## config.mk

```make
export PLATFORM = sky130hd
export DESIGN_NAME = sm_sys_wrapper_flat
export DESIGN_NICKNAME = d
export VERILOG_FILES = /design/src/rtl/sm_pkg.sv /design/src/rtl/sm_if.sv /design/src/rtl/sm_serial_divider.sv /design/src/rtl/sm_sys_wrapper.sv /design/src/flat_wrapper.sv
export SDC_FILE = /design/constraint.sdc
export NUM_CORES = 1
export LEC_CHECK = 0
export ABC_CLOCK_PERIOD_IN_PS = 2200
export CORE_ASPECT_RATIO = 0.8
export CORE_MARGIN = 1
export CORE_UTILIZATION = 40
export CTS_CLUSTER_SIZE = 40
export DETAILED_ROUTE_END_ITERATION = 16
export PLACE_DENSITY = 0.65
export SLEW_MARGIN = 20
export SYNTH_ARGS = -nofsm -noshare
export SYNTH_HDL_FRONTEND = slang
export SYNTH_SLANG_ARGS = --single-unit
```

## constraint.sdc

```tcl
create_clock -name aclk -period 2.2 [get_ports aclk]
set_clock_uncertainty 0.1 [all_clocks]
set_input_delay 0.44 -clock aclk [delete_from_list [all_inputs] [get_ports aclk]]
set_output_delay 0.44 -clock aclk [all_outputs]
set_load 0.005 [all_outputs]
```

## src/rtl/sm_pkg.sv

```systemverilog
// sm_pkg: shared widths, vector length, FSM states and Q16.16 limits for the division stage
package sm_pkg;
    localparam int VEC_LEN   = 16;
    localparam int FRAC_BITS = 16;
    localparam int D_W       = 8;
    localparam int X_W       = 16;
    localparam int Q_W       = 32;
    localparam int DIV_W     = D_W + FRAC_BITS;
    localparam int CNT_W     = $clog2(VEC_LEN);
    localparam int STEP_W    = $clog2(DIV_W + 1);
    localparam logic [CNT_W-1:0] LAST_IDX = CNT_W'(VEC_LEN - 1);
    localparam logic [Q_W-1:0] Q_MAX = 32'h7FFF_FFFF;
    localparam logic [Q_W-1:0] Q_MIN = 32'h8000_0000;

    typedef enum logic [1:0] {
        IDLE = 2'd0,
        CALC = 2'd1,
        SIGN = 2'd2,
        OUT  = 2'd3
    } sm_state_t;
endpackage

```

## src/rtl/sm_if.sv

```systemverilog
// sm_if: divisor stream, dividend sideband and quotient stream bundled for the division stage
interface sm_if;
    import sm_pkg::*;
    logic [X_W-1:0] s_axis_tdata;
    logic           s_axis_tvalid;
    logic           s_axis_tready;
    logic [D_W-1:0] s_axis_dividend_tdata;
    logic           s_axis_dividend_tvalid;
    logic [Q_W-1:0] m_axis_tdata;
    logic           m_axis_tvalid;
    logic           m_axis_tready;
    logic           m_axis_tlast;

    modport slave (
        input  s_axis_tdata, s_axis_tvalid, s_axis_dividend_tdata, s_axis_dividend_tvalid, m_axis_tready,
        output s_axis_tready, m_axis_tdata, m_axis_tvalid, m_axis_tlast
    );

    modport master (
        output s_axis_tdata, s_axis_tvalid, s_axis_dividend_tdata, s_axis_dividend_tvalid, m_axis_tready,
        input  s_axis_tready, m_axis_tdata, m_axis_tvalid, m_axis_tlast
    );
endinterface

```

## src/rtl/sm_serial_divider.sv

```systemverilog
// sm_serial_divider: 24-bit by 16-bit unsigned restoring divider, one quotient bit per cycle MSB first
module sm_serial_divider
    import sm_pkg::*;
(
    input  logic             aclk,
    input  logic             aresetn,
    input  logic             start,
    input  logic [DIV_W-1:0] dividend,
    input  logic [X_W-1:0]   divisor,
    output logic             done,
    output logic [DIV_W-1:0] quotient
);
    logic [X_W-1:0]    rem;
    logic [X_W-1:0]    dvs;
    logic [STEP_W-1:0] cnt;
    logic [X_W:0]      trial;
    logic [X_W:0]      diff;
    logic              fit;

    // trial subtraction of the next dividend bit; done flags the step that completes the quotient
    always_comb begin
        trial = {rem, quotient[DIV_W-1]};
        diff  = trial - {1'b0, dvs};
        fit   = trial >= {1'b0, dvs};
        done  = cnt == STEP_W'(1);
    end

    // quotient register doubles as the dividend shift register
    always_ff @(posedge aclk or negedge aresetn) begin
        if (!aresetn) begin
            rem      <= '0;
            dvs      <= '0;
            cnt      <= '0;
            quotient <= '0;
        end else if (start) begin
            rem      <= '0;
            dvs      <= divisor;
            cnt      <= STEP_W'(DIV_W);
            quotient <= dividend;
        end else if (cnt != '0) begin
            rem      <= fit ? diff[X_W-1:0] : trial[X_W-1:0];
            quotient <= {quotient[DIV_W-2:0], fit};
            cnt      <= cnt - 1'b1;
        end
    end
endmodule

```

## src/rtl/sm_sys_wrapper.sv

```systemverilog
// sm_sys_wrapper: streams Q16.16 quotients D/x with held dividend, sign handling and vector tlast
module sm_sys_wrapper
    import sm_pkg::*;
(
    input logic  aclk,
    input logic  aresetn,
    sm_if.slave  bus
);
    sm_state_t        state;
    logic [D_W-1:0]   d_reg;
    logic [D_W-1:0]   d_eff;
    logic [D_W-1:0]   abs_d;
    logic [X_W-1:0]   abs_x;
    logic [DIV_W-1:0] quotient;
    logic [Q_W-1:0]   q_mag;
    logic [Q_W-1:0]   result;
    logic [Q_W-1:0]   tdata;
    logic [CNT_W-1:0] cnt;
    logic             tvalid;
    logic             tlast;
    logic             take;
    logic             done;
    logic             neg;
    logic             d_neg;
    logic             x_zero;

    assign bus.s_axis_tready = aresetn && state == IDLE;
    assign bus.m_axis_tdata  = tdata;
    assign bus.m_axis_tvalid = tvalid;
    assign bus.m_axis_tlast  = tlast;

    // a dividend arriving with the divisor bypasses the register; magnitudes feed the divider
    always_comb begin
        d_eff  = bus.s_axis_dividend_tvalid ? bus.s_axis_dividend_tdata : d_reg;
        take   = bus.s_axis_tvalid && bus.s_axis_tready;
        abs_d  = d_eff[D_W-1] ? -d_eff : d_eff;
        abs_x  = bus.s_axis_tdata[X_W-1] ? -bus.s_axis_tdata : bus.s_axis_tdata;
        q_mag  = {{(Q_W-DIV_W){1'b0}}, quotient};
        result = x_zero ? (d_neg ? Q_MIN : Q_MAX) : (neg ? -q_mag : q_mag);
    end

    sm_serial_divider u_div (
        .aclk     (aclk),
        .aresetn  (aresetn),
        .start    (take),
        .dividend ({abs_d, {FRAC_BITS{1'b0}}}),
        .divisor  (abs_x),
        .done     (done),
        .quotient (quotient)
    );

    // dividend register, loaded on every sideband strobe
    always_ff @(posedge aclk or negedge aresetn) begin
        if (!aresetn)
            d_reg <= '0;
        else if (bus.s_axis_dividend_tvalid)
            d_reg <= bus.s_axis_dividend_tdata;
    end

    // control FSM: accept x, wait for the divider, sign the result, hold it until taken
    always_ff @(posedge aclk or negedge aresetn) begin
        if (!aresetn) begin
            state  <= IDLE;
            neg    <= 1'b0;
            d_neg  <= 1'b0;
            x_zero <= 1'b0;
            tdata  <= '0;
            tvalid <= 1'b0;
            tlast  <= 1'b0;
            cnt    <= '0;
        end else begin
            case (state)
                IDLE: if (take) begin
                    neg    <= d_eff[D_W-1] ^ bus.s_axis_tdata[X_W-1];
                    d_neg  <= d_eff[D_W-1];
                    x_zero <= bus.s_axis_tdata == '0;
                    state  <= CALC;
                end
                CALC: if (done) state <= SIGN;
                SIGN: begin
                    tdata  <= result;
                    tlast  <= cnt == LAST_IDX;
                    tvalid <= 1'b1;
                    state  <= OUT;
                end
                OUT: if (bus.m_axis_tready) begin
                    tvalid <= 1'b0;
                    cnt    <= cnt == LAST_IDX ? '0 : cnt + 1'b1;
                    state  <= IDLE;
                end
                default: state <= IDLE;
            endcase
        end
    end
endmodule

```

## src/flat_wrapper.sv

```systemverilog
// flat-port wrapper written by rule: the top's interface ports become plain ports
module sm_sys_wrapper_flat import sm_pkg::*;
  (aclk, aresetn, bus_s_axis_tdata, bus_s_axis_tvalid, bus_s_axis_dividend_tdata, bus_s_axis_dividend_tvalid, bus_m_axis_tready, bus_s_axis_tready, bus_m_axis_tdata, bus_m_axis_tvalid, bus_m_axis_tlast);
  sm_if bus_i ();
  input logic aclk;
  input logic aresetn;
  input wire logic [$bits(bus_i.s_axis_tdata)-1:0] bus_s_axis_tdata;
  input wire logic [$bits(bus_i.s_axis_tvalid)-1:0] bus_s_axis_tvalid;
  input wire logic [$bits(bus_i.s_axis_dividend_tdata)-1:0] bus_s_axis_dividend_tdata;
  input wire logic [$bits(bus_i.s_axis_dividend_tvalid)-1:0] bus_s_axis_dividend_tvalid;
  input wire logic [$bits(bus_i.m_axis_tready)-1:0] bus_m_axis_tready;
  output wire logic [$bits(bus_i.s_axis_tready)-1:0] bus_s_axis_tready;
  output wire logic [$bits(bus_i.m_axis_tdata)-1:0] bus_m_axis_tdata;
  output wire logic [$bits(bus_i.m_axis_tvalid)-1:0] bus_m_axis_tvalid;
  output wire logic [$bits(bus_i.m_axis_tlast)-1:0] bus_m_axis_tlast;
  assign bus_i.s_axis_tdata = bus_s_axis_tdata;
  assign bus_i.s_axis_tvalid = bus_s_axis_tvalid;
  assign bus_i.s_axis_dividend_tdata = bus_s_axis_dividend_tdata;
  assign bus_i.s_axis_dividend_tvalid = bus_s_axis_dividend_tvalid;
  assign bus_i.m_axis_tready = bus_m_axis_tready;
  assign bus_s_axis_tready = bus_i.s_axis_tready;
  assign bus_m_axis_tdata = bus_i.m_axis_tdata;
  assign bus_m_axis_tvalid = bus_i.m_axis_tvalid;
  assign bus_m_axis_tlast = bus_i.m_axis_tlast;
  sm_sys_wrapper u_core (.aclk(aclk), .aresetn(aresetn), .bus(bus_i));
endmodule
```

==> results of run 1 <==
-- through the flow --
stage	power, uW	worst slack, ps	utilization (%)	cell area [um2]	hold slack, ps
2_1_floorplan	8990	-38.6	-	6620	44.4
3_3_place_gp	12000	-469	51.1	8150	171
3_5_place_dp	12200	-507	51.1	8150	169
4_1_cts	14200	-199	54.2	8640	141
5_1_grt	16300	-219	56.3	8980	158
6_report	15100	-128	56.3	8980	86.3
-- logic make-up (layout without fill, tap and decap cells) --
group | after synthesis | after routing | synth area share (%)
AND/OR/NAND/NOR | 228 | 228 | 16.0
multiplexers | 28 | 28 | 4.42
flip-flops | 112 | 112 | 42.5
adder cells (fa/ha/maj) | 28 | 28 | 5.42
AO/OA/AOI/OAI | 202 | 202 | 19.0
buffers and inverters | 96 | 257 | 5.63
XOR/XNOR | 53 | 53 | 7.04
-- power groups by stage --
| stage | Sequential [uW] | Combinational (uW) | Clock, uW |
|---|---|---|---|
| global placement | 3720 | 8300 | 0 |
| floorplan | 3660 | 5330 | 0 |
| global route | 3900 | 10800 | 1680 |
| detailed placement | 3750 | 8430 | 0 |
| CTS | 3740 | 8880 | 1600 |
| finish | 3780 | 9720 | 1560 |
-- placed cells by master (no fill, tap or decap), types with 5 or more instances in the layout --
cell type / synthesis / layout
o21ai_1: 8 / 9
a21o_1: 5 / 5
mux2i_1: 19 / 17
nand3_1: 17 / 15
o31ai_1: 12 / 10
or3_4: 1 / 5
xor2_1: 17 / 17
ha_1: 27 / 17
inv_1: 53 / 45
mux2_2: 9 / 8
nor3_1: 13 / 9
dlygate4sd2_1: 0 / 6
o22ai_1: 8 / 8
buf_4: 2 / 117
buf_6: 0 / 5
clkbuf_16: 0 / 9
a21oi_1: 53 / 46
nor2_1: 53 / 53
nor2b_1: 6 / 5
inv_2: 0 / 8
nand2b_1: 9 / 8
a31oi_1: 13 / 13
xnor2_1: 36 / 35
ha_4: 0 / 8
o21ai_0: 57 / 52
dfrtp_1: 112 / 111
clkdlybuf4s50_1: 0 / 53
nand2_1: 98 / 96
o211ai_1: 16 / 16
a21oi_2: 1 / 7
-- cell usage after synthesis (all sizes together), types with 13 or more instances --
cell | instances | area share, %
inv | 53 | 3.0
nor2 | 53 | 3.0
nor3 | 13 | 0.99
mux2i | 19 | 2.9
a31oi | 13 | 1.2
o211ai | 16 | 1.8
clkbuf | 36 | 2.0
a21oi | 54 | 4.2
dfrtp | 112 | 42
xnor2 | 36 | 4.8
o21ai | 65 | 4.9
nand2 | 99 | 5.7
ha | 27 | 5.1
nand3 | 17 | 1.3
o31ai | 14 | 1.9
xor2 | 17 | 2.3
-- metal layers --
metal	vias to the layer above	global-route usage, %	wire length, um
met1	2794	28.6	8340
li1	2903	-	-
met5	-	0	0
met3	11	3.72	638
met4	0	4.56	138
met2	108	29.9	7350
-- cell type report --
| class | count | area (um2) | share of cell area (%) |
|---|---|---|---|
| clock buffer | 11 | 243 | 2.70 |
| clock inverter | 4 | 30.0 | 0.334 |
| inverter | 53 | 199 | 2.22 |
| multi-input combinational | 539 | 3790 | 42.2 |
| sequential | 112 | 2800 | 31.2 |
| tap | 215 | 269 | 3.00 |
| timing repair buffer | 189 | 1650 | 18.3 |
-- worst max-delay path, cell delays in order, from the launching register on --
cell and delay (ps):
dfrtp_1 420, ha_4 180, fa_2 390, nand2b_4 160, a21oi_4 220, nor2b_2 80
o311ai_2 220, a21oi_1 110, xnor2_1 140, a31o_2 190
-- path summary, 6_finish.rpt --
path	from	to	slack, ps
max in group asynchronous	aresetn	u_core.cnt[2]	1400
worst max-delay path	u_core.u_div.dvs[0]	u_core.u_div.rem[14]	-130
worst min register to register	u_core.cnt[3]	u_core.cnt[3]	370
worst max register to register	u_core.u_div.dvs[0]	u_core.u_div.rem[14]	-130
min in group aclk	u_core.cnt[3]	u_core.cnt[3]	370
worst min-delay path	aresetn	u_core.d_reg[2]	90
-- what timing repair did --
| action | CTS | global route |
|---|---|---|
| setup buffers | 13 | 12 |
| hold endpoints to repair | 4 | 0 |
| setup endpoints to repair | 21 | 35 |
| resized for setup | 33 | 55 |
| pin swaps | 26 | 29 |
| hold buffers | 1 | 0 |
==> out/metrics.yaml, run 1 <==
final_layout:
  diodes: 0
  final_cell_count_no_fill: 1123
  syn_to_final_growth_pct: 36.1
  drive_gt1_share_pct: 24.3
  fillers: 1445
  fin_nets: 961
  largest_reg_flops: 32
global_route:
  grt_usage_pct: 19.5
  grt_first_pass_wirelength_um: 26700
  grt_max_degree: 109
  antenna_found_initial: 0
  grt_pass1_vias: 5343
  grt-ovfl-total: 0
synthesis:
  synth-edff-count: 0
  async_reset_ff_share_pct: 100
  syn_area_um2: 6600
  yosys_warnings: 0
  synth_cell_types: 60
  syn_inst: 747
  syn_avg_cell_area_um2: 8.83
  ys_ff_latch: 112
  synthesis.nets: 804
  synth_flop_cell: "dfrtp_1"
  synth-seq-area-share_pct: 42.5
cts:
  clock-sinks: 112
  clk_latency_ps: 350
  cts_buffers: 9
  cts-root-buf: "clkbuf_16"
  clk_path_buf_depth: 2
  h-tree-depth: 3
  clk_pin_slew_ps: 70
  cts_tree: "built"
sta:
  slew_viol_final: 0
  fin_setup_tns_ps: -890
  relSlewSlack_pct: 47.1
  fmax_mhz: 430
  tightest_slew_ps: 794
  setup_ws_ps: -128
  fin_crit_sh_pct: 106
  setup_viol: 16
  hold_viol_final: 0
  min_period_ps: 2330
  rsz0062_at_grt: "true"
placed_design:
  place_inst: 1084
  dpl.hpwl_um: 11400
  place.gp.congestion: 0.823
  port_buffers: 63
routing:
  drc: 0
  antenna_left: 0
  dr.pass1.iters: 5
  vias_per_cell: 5.18
  dr_total_vias: 5816
  drt_wl_total_um: 16500
  wl_per_cell_um: 14.7
  drt_iter0_drc: 315
outcome:
  violations: "setup timing"
  outcome: "complete, but fails checks"
pwr:
  swShare_pct: 40.6
  ir_worst_vdd_mv: 0.641
  pwr-share-seq_pct: 25.1
  p_clk_share_pct: 10.4
  power.internal_uw: 8940
  comb_power_share_pct: 64.5
  p_switching_uw: 6120
  p_leak_uw: 0.00401
  powerDensity_nw_per_um2: 1680
min_path:
  hold_path.class: "in2async"
die:
  dieArea_um2: 17000
  fp.dieW_um: 146
  ios: 64
  core_um2: 16000
  row_count: 41
  start_util_pct: 41.4
  die_h_um: 117
worst_setup_path:
  crit_arrival_ps: 2470
  r2r_cells: 9
  worstPathMaxFanout: 3
  end_kind: "flip-flop"
  crit_type: "reg2reg"
  crit_path_start_kind: "flip-flop"
  cp_data_required_time_ps: 2340
run:
  maxCapViolations: 0
(Power assumes the default switching activity.)
==> run 2: changes to the inputs <==
--- a/config.mk
+++ b/config.mk
@@ -5,13 +5,13 @@
 export SDC_FILE = /design/constraint.sdc
 export NUM_CORES = 1
 export LEC_CHECK = 0
+export ABC_AREA = 1
 export ABC_CLOCK_PERIOD_IN_PS = 2200
-export CORE_ASPECT_RATIO = 0.8
 export CORE_MARGIN = 1
 export CORE_UTILIZATION = 40
 export CTS_CLUSTER_SIZE = 40
 export DETAILED_ROUTE_END_ITERATION = 16
-export PLACE_DENSITY = 0.65
+export PLACE_DENSITY = 0.64
 export SLEW_MARGIN = 20
 export SYNTH_ARGS = -nofsm -noshare
 export SYNTH_HDL_FRONTEND = slang
==> run 2 against run 1 <==
Net effect:
- the flow now finishes without violations
- fmax increased by 9.9%
- area after synthesis increased by 4.2%
- power is 11% lower
- non-clock buffer count decreased by 84
- final cell count is 13% higher
- clock-buffer cell count is the same
- first-iteration DRC count up 49%
- sequential power fell by 3%
- routed wire length increased by 8.1%
- critical endpoint is now bus_s_axis_tready
==> out/metrics.yaml, run 2 <==
synthesis:
  synth_cell_types: 40
  syn_inst: 958
  synth_flop_cell: "dfrtp_1"
  synth_common_cells: "nand2_1 (251), inv_1 (140), nand3_1 (114)"
  async_reset_ff_share_pct: 100
  ys_ff_latch: 112
  synth-edff-count: 0
  synth_top_area_cell: "dfrtp_1"
  synth_most_common_cell: "nand2_1"
  syn_avg_cell_area_um2: 7.18
  syn_area_um2: 6880
  synthesis.nets: 1015
  synth-seq-area-share_pct: 40.7
  synth_area_leaders: "dfrtp_1 (41%), nand2_1 (14%), nand3_1 (8.3%)"
  synth_top_area_share_pct: 40.7
  yosys_warnings: 0
cts:
  clock-sinks: 112
  cts_buffers: 9
  clk_latency_ps: 350
  clk_pin_slew_ps: 80
  cts-root-buf: "clkbuf_16"
  clk_path_buf_depth: 2
  h-tree-depth: 3
  cts_tree: "built"
final_layout:
  utilization_pct: 50.0
  layout_common_cells: "nand2_1 (248), inv_1 (138), nand3_1 (114)"
  final_cell_count_no_fill: 1269
  diodes: 0
  drive_gt1_share_pct: 8.96
  final_common_cell: "nand2_1"
  fin_nets: 1101
  syn_to_final_growth_pct: 21.5
  largest_reg_flops: 32
sta:
  hold_viol_final: 0
  tightest_slew_ps: 614
  fin_crit_sh_pct: 96.3
  min_period_ps: 2120
  setup_viol: 0
  setup_ws_ps: 81.1
  slew_viol_final: 0
  relSlewSlack_pct: 59.1
  fmax_mhz: 472
placed_design:
  dpl.hpwl_um: 13300
  port_buffers: 63
  post-place-ws_ps: -8.37
  place.gp.congestion: 0.890
  place_inst: 1249
global_route:
  grt-ovfl-total: 0
  grt_usage_pct: 21.0
  grt_pass1_vias: 5948
  grt_first_pass_wirelength_um: 29500
  antenna_found_initial: 0
  grt_max_degree: 113
die:
  die_h_um: 133
  ios: 64
  row_count: 47
  fp.dieW_um: 133
  dieArea_um2: 17700
  start_util_pct: 41.2
  core_um2: 16700
routing:
  vias_per_cell: 5.05
  dr.pass1.iters: 5
  drt_iter0_drc: 468
  dr_total_vias: 6411
  antenna_left: 0
  drc: 0
  drt_wl_total_um: 17800
  wl_per_cell_um: 14.0
worst_setup_path:
  crit_chain: "inv_2 > ha_4 > nand2_2 > inv_1 > clkdlybuf4s50_1"
  worstPathMaxFanout: 3
  cp_data_required_time_ps: 1660
  critPathMaxStageDelay_ps: 480
  r2r-end: "u_core.u_div.rem[9]"
  end_kind: "output port"
  r2r_cells: 11
  crit_type: "reg2out"
  worstReg2RegStart: "u_core.u_div.dvs[2]"
  crit_arrival_ps: 1580
  timing.reg2reg.setup_slack_ps: 100
  crit_path_start_kind: "flip-flop"
  cp_slowest_cell: "clkdlybuf4s50_1"
pwr:
  p_leak_uw: 0.00423
  ir_worst_vdd_mv: 0.702
  powerDensity_nw_per_um2: 1610
outcome:
  outcome: "finished clean"
run:
  maxCapViolations: 0
min_path:
  hold_path.class: "in2async"
run 2: cell types whose count changed in the layout (fill, tap and decap cells not counted), sizes merged, moves of 13 or more:
cell / before / now
o22ai: 8 / 21
xnor2: 36 / 6
nor2: 53 / 90
inv: 54 / 143
mux2i: 19 / 0
buf: 126 / 43
nand2: 99 / 255
nand3: 17 / 116
run 2: how the worst max path moves through the flow:
stage | startpoint | to | slack [ps] | cells after the start
2_1_floorplan | u_core.u_div.rem[13] | u_core.u_div.rem[3] | 310 | 10
3_3_place_gp | bus_s_axis_dividend_tvalid | u_core.u_div.quotient[23] | 1 | 8
3_5_place_dp | bus_s_axis_tdata[0] | u_core.u_div.dvs[14] | -8 | 10
4_1_cts | u_core.state[0] | bus_s_axis_tready | 20 | 5
5_1_grt | u_core.u_div.dvs[12] | u_core.u_div.rem[2] | -5 | 13
6_report | u_core.state[0] | bus_s_axis_tready | 80 | 5
run 2: logic make-up after synthesis:
kind of cell               after synthesis  share of synthesized area, %
and+or+nand+nor                        494                          31.1
buffers and inverters                  173                          9.82
AOI/OAI and AO/OA                      136                          11.2
DFF                                    112                          40.7
adders and majority gates               28                          5.20
xor gates and xnor gates                15                          1.91
run 2: metrics by stage:
| step | cell area [um2] | setup TNS, ps | hold slack (ps) | total power [uW] |
|---|---|---|---|---|
| final | 8360 | 0 | 167 | 13400 |
| after global routing | 8360 | -4.81 | 224 | 14800 |
| after CTS | 8270 | 0 | 204 | 13200 |
| after detailed placement | 7950 | -8.37 | 368 | 11500 |
| after global placement | 7950 | 0 | 363 | 11400 |
| after floorplan | 6880 | 0 | 44.4 | 9150 |
run 2: power breakdown:
group | internal (uW) | total (uW) | leakage [uW] | switching, uW
registers | 3060 | 3680 | 0.00132 | 624
clock network | 821 | 1630 | 0.000137 | 805
logic | 3350 | 8110 | 0.00277 | 4760
total | 7230 | 13400 | 0.00423 | 6190
run 2: critical path: cells and delay by family, from the launching register on:
family,cells,cell delay (ps)
buffers and inverters,3,630
and+or+nand+nor,1,60
DFF,1,390
adders and majority gates,1,150
run 2: layout make-up:
type / count / area, um2
clock inverter: 5 / 51.3
clock buffer: 11 / 243
fill: 1679 / 8340
tap: 220 / 275
multi-input combinational: 673 / 3480
timing repair buffer: 105 / 972
inverter: 143 / 537
sequential: 112 / 2800
run 2: timing repair:
action                                  4_1_cts  5_1_grt
endpoints found under the hold margin         0        0
hold buffers                                  0        0
pin swaps                                     0        1
endpoints found under the setup margin        1       20
cloned                                        0        0
resized for setup                             4       14
buffers inserted                              2        2
run 2: per-layer routing:
layer	GRT usage (%)	vias up	part of all wire [%]
met1	30.4	2979	50
met5	0	-	0
met3	3.69	26	4.9
met2	31.2	146	43
li1	-	3260	-
met4	8.02	0	2.2
==> run 3: changes to the inputs <==
--- a/config.mk
+++ b/config.mk
@@ -7,11 +7,13 @@
 export LEC_CHECK = 0
 export ABC_AREA = 1
 export ABC_CLOCK_PERIOD_IN_PS = 2200
+export CORE_ASPECT_RATIO = 0.6
 export CORE_MARGIN = 1
 export CORE_UTILIZATION = 40
 export CTS_CLUSTER_SIZE = 40
 export DETAILED_ROUTE_END_ITERATION = 16
 export PLACE_DENSITY = 0.64
+export SETUP_SLACK_MARGIN = 0.05
 export SLEW_MARGIN = 20
 export SYNTH_ARGS = -nofsm -noshare
 export SYNTH_HDL_FRONTEND = slang
==> run 3 against run 2 <==
Net effect:
- worst setup slack better by 55 ps
- core utilization is 2.1 points higher
- sequential power rose by 2%
- critical endpoint is now u_core.u_div.rem[6]
- highest routed layer unchanged
==> out/metrics.yaml, run 3 (synthesis results as in run 2) <==
outcome:
  outcome: "finished clean"
routing:
  wl_per_cell_um: 15.1
  antenna_left: 0
  drc: 0
  dr.pass1.iters: 6
  dr_total_vias: 6556
  drt_iter0_drc: 672
  drt_wl_total_um: 19500
  vias_per_cell: 5.06
sta:
  tightest_slew_ps: 671
  min_period_ps: 2060
  rsz0062_at_grt: "true"
  slew_viol_final: 0
  fin_crit_sh_pct: 93.8
  hold_viol_final: 0
  fmax_mhz: 484
  setup_viol: 0
  relSlewSlack_pct: 55.3
  whs_ps: 98.1
final_layout:
  layout_common_cells: "nand2_1 (246), inv_1 (137), nand3_1 (113)"
  final_common_cell: "nand2_1"
  fin_nets: 1119
  syn_to_final_growth_pct: 25.3
  drive_gt1_share_pct: 11.6
  largest_reg_flops: 32
  fillers: 1632
  diodes: 0
  final_cell_count_no_fill: 1295
worst_setup_path:
  crit_arrival_ps: 2200
  timing.reg2reg.setup_slack_ps: 140
  cp_data_required_time_ps: 2330
  worstPathMaxFanout: 8
  end_kind: "flip-flop"
  r2r_cells: 13
  crit_type: "reg2reg"
  crit_path_start_kind: "flip-flop"
global_route:
  grt_max_degree: 113
  grt-ovfl-total: 0
  grt_usage_pct: 22.7
  grt_first_pass_wirelength_um: 31300
  grt_pass1_vias: 5815
  antenna_found_initial: 0
min_path:
  hold_path.class: "in2async"
pwr:
  powerDensity_nw_per_um2: 1660
  p_leak_uw: 0.00433
  ir_worst_vdd_mv: 0.541
die:
  ios: 64
  row_count: 36
  core_um2: 16500
  fp.dieW_um: 171
  die_h_um: 104
  start_util_pct: 41.6
  dieArea_um2: 17700
placed_design:
  place.gp.congestion: 0.932
  port_buffers: 63
  dpl.hpwl_um: 15000
  place_inst: 1272
cts:
  clock-sinks: 112
  clk_path_buf_depth: 2
  cts_buffers: 9
  cts-root-buf: "clkbuf_16"
  cts_tree: "built"
  h-tree-depth: 3
  clk_latency_ps: 350
  cts_hold_buf: 0
  clk_pin_slew_ps: 80
run:
  maxCapViolations: 0
-- run 3: through the flow --
stage                     total power, uW  setup slack (ps)  area, um2  TNS (ps)  util [%]
after global routing                15700              36.7       8620         0      52.1
after global placement              11700              -163       8080      -281      48.8
after detailed placement            11900              -181       8080      -501      48.8
final                               14300               136       8620         0      52.1
after CTS                           13600              68.9       8390         0      50.8
after floorplan                      9150               312       6880         0         -
-- run 3: what timing repair did --
item | 4_1_cts | 5_1_grt
setup endpoints to repair | 1 | 24
pin swaps | 0 | 3
setup buffers | 3 | 4
hold endpoints to repair | 0 | 0
resized for setup | 5 | 33
cloned | 0 | 0
-- run 3: report_power, final --
| part | switching, uW | internal [uW] |
|---|---|---|
| clock | 801 | 790 |
| sequential | 684 | 3060 |
| combinational | 5140 | 3800 |
-- run 3: layout make-up --
type | count | area [um2] | share of cell area, %
Sequential cell | 112 | 2800 | 32.5
Clock buffer | 10 | 229 | 2.66
Timing Repair Buffer | 123 | 1110 | 12.9
Tap cell | 228 | 285 | 3.31
Inverter | 143 | 537 | 6.23
Multi-Input combinational cell | 673 | 3600 | 41.8
Clock inverter | 6 | 51.3 | 0.595
-- run 3: worst max-delay path, cell delays in order, from the launching register on --
cell and delay [ps]:
dfrtp_1 390, inv_1 110, ha_4 230, nand2_1 150, inv_1 60, nand2_1 70, nand2_1 60, inv_1 90
nand3_2 90, nand2_2 110, buf_4 190, nand3_1 90, nand3_1 130, o21ai_1 80
-- run 3: path summary, 6_finish.rpt --
path / start / endpoint
worst max-delay path: u_core.u_div.dvs[8] / u_core.u_div.rem[6]
worst min-delay path: aresetn / u_core.u_div.dvs[2]
worst max register to register: u_core.u_div.dvs[8] / u_core.u_div.rem[6]
worst min register to register: u_core.bus.m_axis_tdata[31] / u_core.bus.m_axis_tdata[31]
max in group asynchronous: aresetn / u_core.u_div.rem[15]
min in group aclk: u_core.bus.m_axis_tdata[31] / u_core.bus.m_axis_tdata[31]
-- run 3: per-layer routing --
layer	share of wire, %	wire, um	vias up	track usage [%]
li1	-	-	3299	-
met1	55	10800	3019	39.5
met2	35	6830	231	26.7
met3	9.4	1830	7	6.23
met4	0.44	85	0	2.68
met5	0	0	-	0
